===== config.mk =====
export PLATFORM = sky130hd
export DESIGN_NAME = mmc3_a12_filter
export DESIGN_NICKNAME = d
export VERILOG_FILES = /design/src/rtl/mmc3_a12_filter_pkg.sv /design/src/rtl/mmc3_a12_filter_a12_sync2.sv /design/src/rtl/mmc3_a12_filter.sv
export SDC_FILE = /design/constraint.sdc
export NUM_CORES = 1
export LEC_CHECK = 0
export CAP_MARGIN = 20
export CORE_MARGIN = 2
export CORE_UTILIZATION = 55
export CTS_CLUSTER_SIZE = 10
export DETAILED_ROUTE_END_ITERATION = 7
export PLACE_DENSITY = 0.82
export SLEW_MARGIN = 20
export SYNTH_ARGS = -nofsm -noshare
export SYNTH_HDL_FRONTEND = slang
export SYNTH_SLANG_ARGS = --single-unit

===== constraint.sdc =====
create_clock -name m2 -period 3.4 [get_ports m2]
set_input_delay 0.51 -clock m2 [delete_from_list [all_inputs] [get_ports m2]]
set_output_delay 0.51 -clock m2 [all_outputs]
set_load 0.01 [all_outputs]

===== src/rtl/mmc3_a12_filter_pkg.sv =====
// Shared definitions for the MMC3 A12 filter: FSM encodings, default
// parameters and save-state slot offsets.
package mmc3_a12_filter_pkg;

  typedef enum logic [1:0] {
    S_HIGH  = 2'd0,
    S_LOW   = 2'd1,
    S_ARMED = 2'd2
  } a12_state_t;

  localparam int DEFAULT_LOW_MIN  = 3;
  localparam int DEFAULT_IDLE_MAX = 255;

  // Bit offsets of the exported fields inside the mapper save-state word.
  localparam int SS_OFF_STATE   = 0;
  localparam int SS_OFF_LOW_CNT = 2;
  localparam int SS_OFF_IDLE    = 6;

  function automatic logic [7:0] pack_save_state(input logic [1:0] state,
                                                 input logic [3:0] low_cnt,
                                                 input logic       idle);
    logic [7:0] word;
    word = '0;
    word[SS_OFF_STATE +: 2]   = state;
    word[SS_OFF_LOW_CNT +: 4] = low_cnt;
    word[SS_OFF_IDLE]         = idle;
    return word;
  endfunction

endpackage


===== src/rtl/mmc3_a12_filter_a12_sync2.sv =====
// Two-flop synchronizer for PPU A12, clocked on the M2 falling edge like
// the rest of the filter.
module a12_sync2 (
  input  logic clk,
  input  logic rst,
  input  logic d,
  output logic q
);

  logic meta;

  always_ff @(negedge clk) begin
    if (rst) begin
      meta <= 1'b0;
      q    <= 1'b0;
    end else begin
      meta <= d;
      q    <= meta;
    end
  end

endmodule


===== src/rtl/mmc3_a12_filter.sv =====
// MMC3 A12 rising-edge filter plus idle detector, updated on M2 falling edge.
// Defining A12_SYNC_EN inserts a two-flop synchronizer ahead of the FSM.
module mmc3_a12_filter
  import mmc3_a12_filter_pkg::*;
#(
  parameter int LOW_MIN  = DEFAULT_LOW_MIN,
  parameter int IDLE_MAX = DEFAULT_IDLE_MAX
) (
  input  logic       m2,
  input  logic       map_rst,
  input  logic       ppu_a12,
  output logic       a12_tick,
  output logic       a12_lvl,
  output logic [3:0] low_cnt,
  output logic       idle,
  output logic [1:0] state_o
);

  localparam logic [3:0] LOW_LIM  = 4'(LOW_MIN);
  localparam logic [7:0] IDLE_LIM = 8'(IDLE_MAX);

  a12_state_t state;
  logic [7:0] idle_cnt;
  logic       sample;
  logic       accept;

`ifdef A12_SYNC_EN
  a12_sync2 u_sync (
    .clk (m2),
    .rst (map_rst),
    .d   (ppu_a12),
    .q   (sample)
  );
`else
  assign sample = ppu_a12;
`endif

  // Only a rise out of a sufficiently long low run counts as a scanline.
  assign accept  = (state == S_ARMED) && sample;
  assign state_o = state;

  always_ff @(negedge m2) begin
    if (map_rst) begin
      state    <= S_LOW;
      low_cnt  <= 4'd0;
      a12_tick <= 1'b0;
      a12_lvl  <= 1'b0;
      idle_cnt <= IDLE_LIM;
      idle     <= 1'b1;
    end else begin
      a12_tick <= accept;
      a12_lvl  <= sample;

      case (state)
        S_HIGH: begin
          if (!sample) begin
            low_cnt <= 4'd1;
            state   <= (LOW_LIM == 4'd1) ? S_ARMED : S_LOW;
          end else begin
            low_cnt <= 4'd0;
          end
        end
        S_LOW: begin
          if (sample) begin
            state   <= S_HIGH;
            low_cnt <= 4'd0;
          end else begin
            low_cnt <= low_cnt + 4'd1;
            if (low_cnt + 4'd1 >= LOW_LIM)
              state <= S_ARMED;
          end
        end
        S_ARMED: begin
          if (sample) begin
            state   <= S_HIGH;
            low_cnt <= 4'd0;
          end else begin
            low_cnt <= LOW_LIM;
          end
        end
        default: begin
          state   <= S_LOW;
          low_cnt <= 4'd0;
        end
      endcase

      // idle looks at the pre-update count, hence its one-cycle lag.
      if (accept) begin
        idle_cnt <= 8'd0;
        idle     <= 1'b0;
      end else begin
        idle <= (idle_cnt == IDLE_LIM);
        if (idle_cnt != IDLE_LIM)
          idle_cnt <= idle_cnt + 8'd1;
      end
    end
  end

endmodule

## Word level (Yosys, flattened, before mapping)

Cells that the tools add are included.

| word-level totals | value |
|---|---|
| input bits | 3 |
| logic and storage cells | 32 |
| register bits after elaboration | 17 |
| output and inout bits | 9 |

| cells by class | value |
|---|---|
| muxes and demuxes | 12 |
| $lt $le $gt $ge | 1 |
| reductions and logical operators | 4 |
| eq/ne operators | 7 |
| $add $sub $neg | 2 |

Operators with widths:

| kind | count |
|---|---|
| 8-bit 2-to-1 mux | 2 |
| 4-bit case mux with 3 select lines | 1 |
| 2-bit 2-to-1 mux | 5 |
| 8-bit by 1-bit adder with 8-bit output (second input constant) | 1 |
| 8-bit == test (second input constant) | 1 |
| 8-bit != test (second input constant) | 1 |
| 2-bit case mux with 3 select lines | 1 |
| 4-bit by 1-bit adder with 4-bit output (second input constant) | 1 |
| 4-bit by 2-bit greater-or-equal comparator with 1-bit output (second input constant) | 1 |
| 4-bit 2-to-1 mux | 1 |
| 2-bit != test (second input constant) | 2 |
| 3-bit != test (second input constant) | 1 |
| 3-bit AND reduction | 1 |
| 2-bit by 1-bit == test with 1-bit output (second input constant) | 1 |
| 2-bit == test (second input constant) | 1 |
| 2-bit logical NOT | 1 |
| 1-bit 2-to-1 mux | 2 |
| 2-bit nonzero test | 1 |
| 1-bit logical AND | 1 |

## Longest topological paths before layout

| logic depth | value |
|---|---|
| word-level depth | 5 |
| gate-level depth with buffers | 6 |
| depth with buffers taken out | 6 |

==> impl_metrics.tcl <==
set metrics [dict create \
    outcome "complete, no violations" \
    ys_ff_latch 17 \
    synth_xor_area_share_pct 5.17 \
    syn-num-nets 96 \
    clk_pin_slew_ns 0.04 \
    syn_avg_cell_area_um2 9.85 \
    port_buffers 11 \
    rsz0062_at_grt "no" \
    synthArstFlopShare_pct 0 \
    critical_path_class "input pin to flop" \
    setup_viol 0 \
    post_cts_buffers 0 \
    post-place-ws_ns -0.196 \
    synth_area_leaders "dfxtp_1, ha_1, a21o_1" \
    tightest_slew_ns 0.390 \
    use_met3_pct 8.94 \
    synth-compound-area-share_pct 21.4 \
    grt_pass1_wl_um 3040 \
    row_count 14 \
    synth_top_family_by_area "compound AO/OA/AOI/OAI gates" \
    drt_first_pass_iters 4 \
    synth-simple-area-share_pct 17.7 \
    ys_warn_count 0 \
    finalHoldViolations 0 \
    power.density_nw_per_um2 893 \
    die_h_um 43.2 \
    vdd_ir_drop_max_v 0.000518 \
    grt_overflow 0 \
    reg2reg_from "idle_cnt[0]$_SDFFE_NP1N_" \
    hpwl_um 1330 \
    endpoint_kind "flop" \
    critPathMaxFanout 6 \
    via_per_inst 5.51 \
    grt_start_max_net_pins 11 \
    path_depth 5 \
    cts_tree "done" \
    synth_area_um2 847 \
    hold_buffers 0 \
    antenna_cells 0 \
    antenna_found_initial 0 \
    grt_usage_pct 22.5 \
    cp-endpoint "state_o[0]$_SDFFE_NP1P_" \
    area_growth_pct 32.2 \
    route.detailed.drc 0 \
    worst_slack_ns 0.0568 \
    synth_edf_count 0 \
    final_common_cell "inv_1" \
    fin_util_pct 76.1 \
    die_x_um 43.2 \
    initialDrtViolationCount 1 \
    grt_pass1_vias 772 \
    final_cell_mix "inv_1, dfxtp_1, dlygate4sd2_1" \
    core_area_um2 1470 \
    r2r-end "idle_cnt[1]$_SDFFE_NP1N_" \
    arrival_ns 1.87 \
    via_count 760 \
    crit_family "buffers and inverters" \
    critPathBufInv 1 \
    finalPower_uw 1000 \
    holdWs_ns 0.561 \
    root_buffer "clkbuf_4" \
    place_congestion 0.837 \
    critPathMaxStageDelay_ns 0.59 \
    ant_nets 0 \
    met2_usage_pct 37.3 \
    syn_inst 86 \
    finalSetupTns_ns 0 \
    synthMuxAreaShare_pct 2.51 \
    maxCapViolations 0 \
    crit_required_ns 1.93 \
    die-area_um2 1870 \
    routed_wl_um 1840 \
    crit_start "ppu_a12" \
    clk_latency_ns 0.37 \
    ys_types 36 \
    clkSinkCount 17 \
    ios 12 \
    nets 133 \
    finClkSkew_ns 0.0228 \
    drv_slew 0 \
    reg2reg_slack_ns 1.69 \
    critPathLaunchType "input pin" \
    synth_top_area_share_pct 40.2 \
    min_path_cells 1 \
    hp-class "flop to flop" \
    leakagePower_uw 0.000562 \
    yosys.area.top_type "dfxtp_1" \
    start_util_pct 57.6 \
    cts_resized 9 \
    clock_path_buffers 2 \
    numCtsBuffers 3 \
    grt.busiest_layer "met2" \
    grt_use_met1_pct 21.8 \
    cp_slowest_cell "clkdlybuf4s50_1" \
    synth-main-ff-cell "dfxtp_1" \
    ys_seq_area_share_pct 40.2 \
    cts_max_level 1 \
    synthAdderAreaFrac_pct 10.3 \
    post_drt_wl_per_cell_um 13.3 \
    slew_headroom_pct 73.9 \
    path_cells "clkdlybuf4s50_1 -> mux2i_1 -> nand3b_1 -> o32ai_1 -> a311oi_1" \
    ff2ff_path_depth 5 \
    drive_gt1_share_pct 10.7 \
]
==> power by group <==
group	switching, µW	total, µW	internal, µW
logic	210	419	208
registers	58.8	315	256
clock network	121	266	145
total	390	1000	610
==> per-stage QoR <==
stage          cells  area [µm²]
2_1_floorplan     86         847
5_1_grt          138        1120
4_1_cts          138        1120
3_5_place_dp     118        1020
6_report         138        1120
3_3_place_gp     118        1020
==> Yosys cell counts, types with 2 or more instances <==
master     n
a21o_1     7
a31o_1     2
and4_1     2
dfxtp_1   17
ha_1       7
inv_1      5
nand2_1    3
nand3_1    2
nand4_1    2
nor2_1     6
nor2b_1    3
o211ai_1   3
xnor2_1    4
==> cell type report <==
class / instances / area, µm²
clock inverters: 18 / 93.8
flip-flops and latches: 17 / 340
clock buffers: 3 / 22.5
fillers: 109 / 352
inverters: 4 / 15.0
repair buffers: 17 / 144
multi-input cells: 63 / 484
well taps: 16 / 20.0
==> registers in the layout, summed over array words and instances (netlist names) <==
signal,count
idle_cnt,8
low_cnt,4
state_o,2
a12_lvl,1
a12_tick,1
idle,1
==> metal layers <==
metal / wire [µm] / vias to the layer above
met1: 735 / 332
met4: 69 / 0
li1: - / 388
met2: 951 / 29
met5: 0 / -
met3: 80 / 11
==> cell families (layout without fill, tap and decap cells) <==
| family | Yosys count | in the layout |
|---|---|---|
| AND/OR/NAND/NOR | 26 | 26 |
| AO/OA/AOI/OAI | 23 | 23 |
| flip-flops | 17 | 17 |
| adder cells (fa/ha/maj) | 7 | 7 |
| buffers and inverters | 6 | 42 |
| XOR/XNOR | 5 | 5 |
| multiplexers | 2 | 2 |
==> worst reg2reg max path: stages, from the launching register on <==
cell,delay [ns]
dfxtp_1,0.39
ha_1,0.29
nand4_2,0.18
nor2_2,0.22
mux2_1,0.34
a21o_1,0.19
==> worst min-delay path by stage <==
| stage | start | endpoint | slack, ns |
|---|---|---|---|
| final | idle_cnt[7]$_SDFFE_NP1N_ | idle_cnt[7]$_SDFFE_NP1N_ | 0.56 |
| after global routing | idle_cnt[7]$_SDFFE_NP1N_ | idle_cnt[7]$_SDFFE_NP1N_ | 0.58 |
| after CTS | idle_cnt[7]$_SDFFE_NP1N_ | idle_cnt[7]$_SDFFE_NP1N_ | 0.56 |
| after detailed placement | idle_cnt[7]$_SDFFE_NP1N_ | idle_cnt[7]$_SDFFE_NP1N_ | 0.55 |
| after global placement | idle_cnt[7]$_SDFFE_NP1N_ | idle_cnt[7]$_SDFFE_NP1N_ | 0.51 |
| after floorplan | idle_cnt[7]$_SDFFE_NP1N_ | idle_cnt[7]$_SDFFE_NP1N_ | 0.49 |
(Power assumes the default switching activity.)
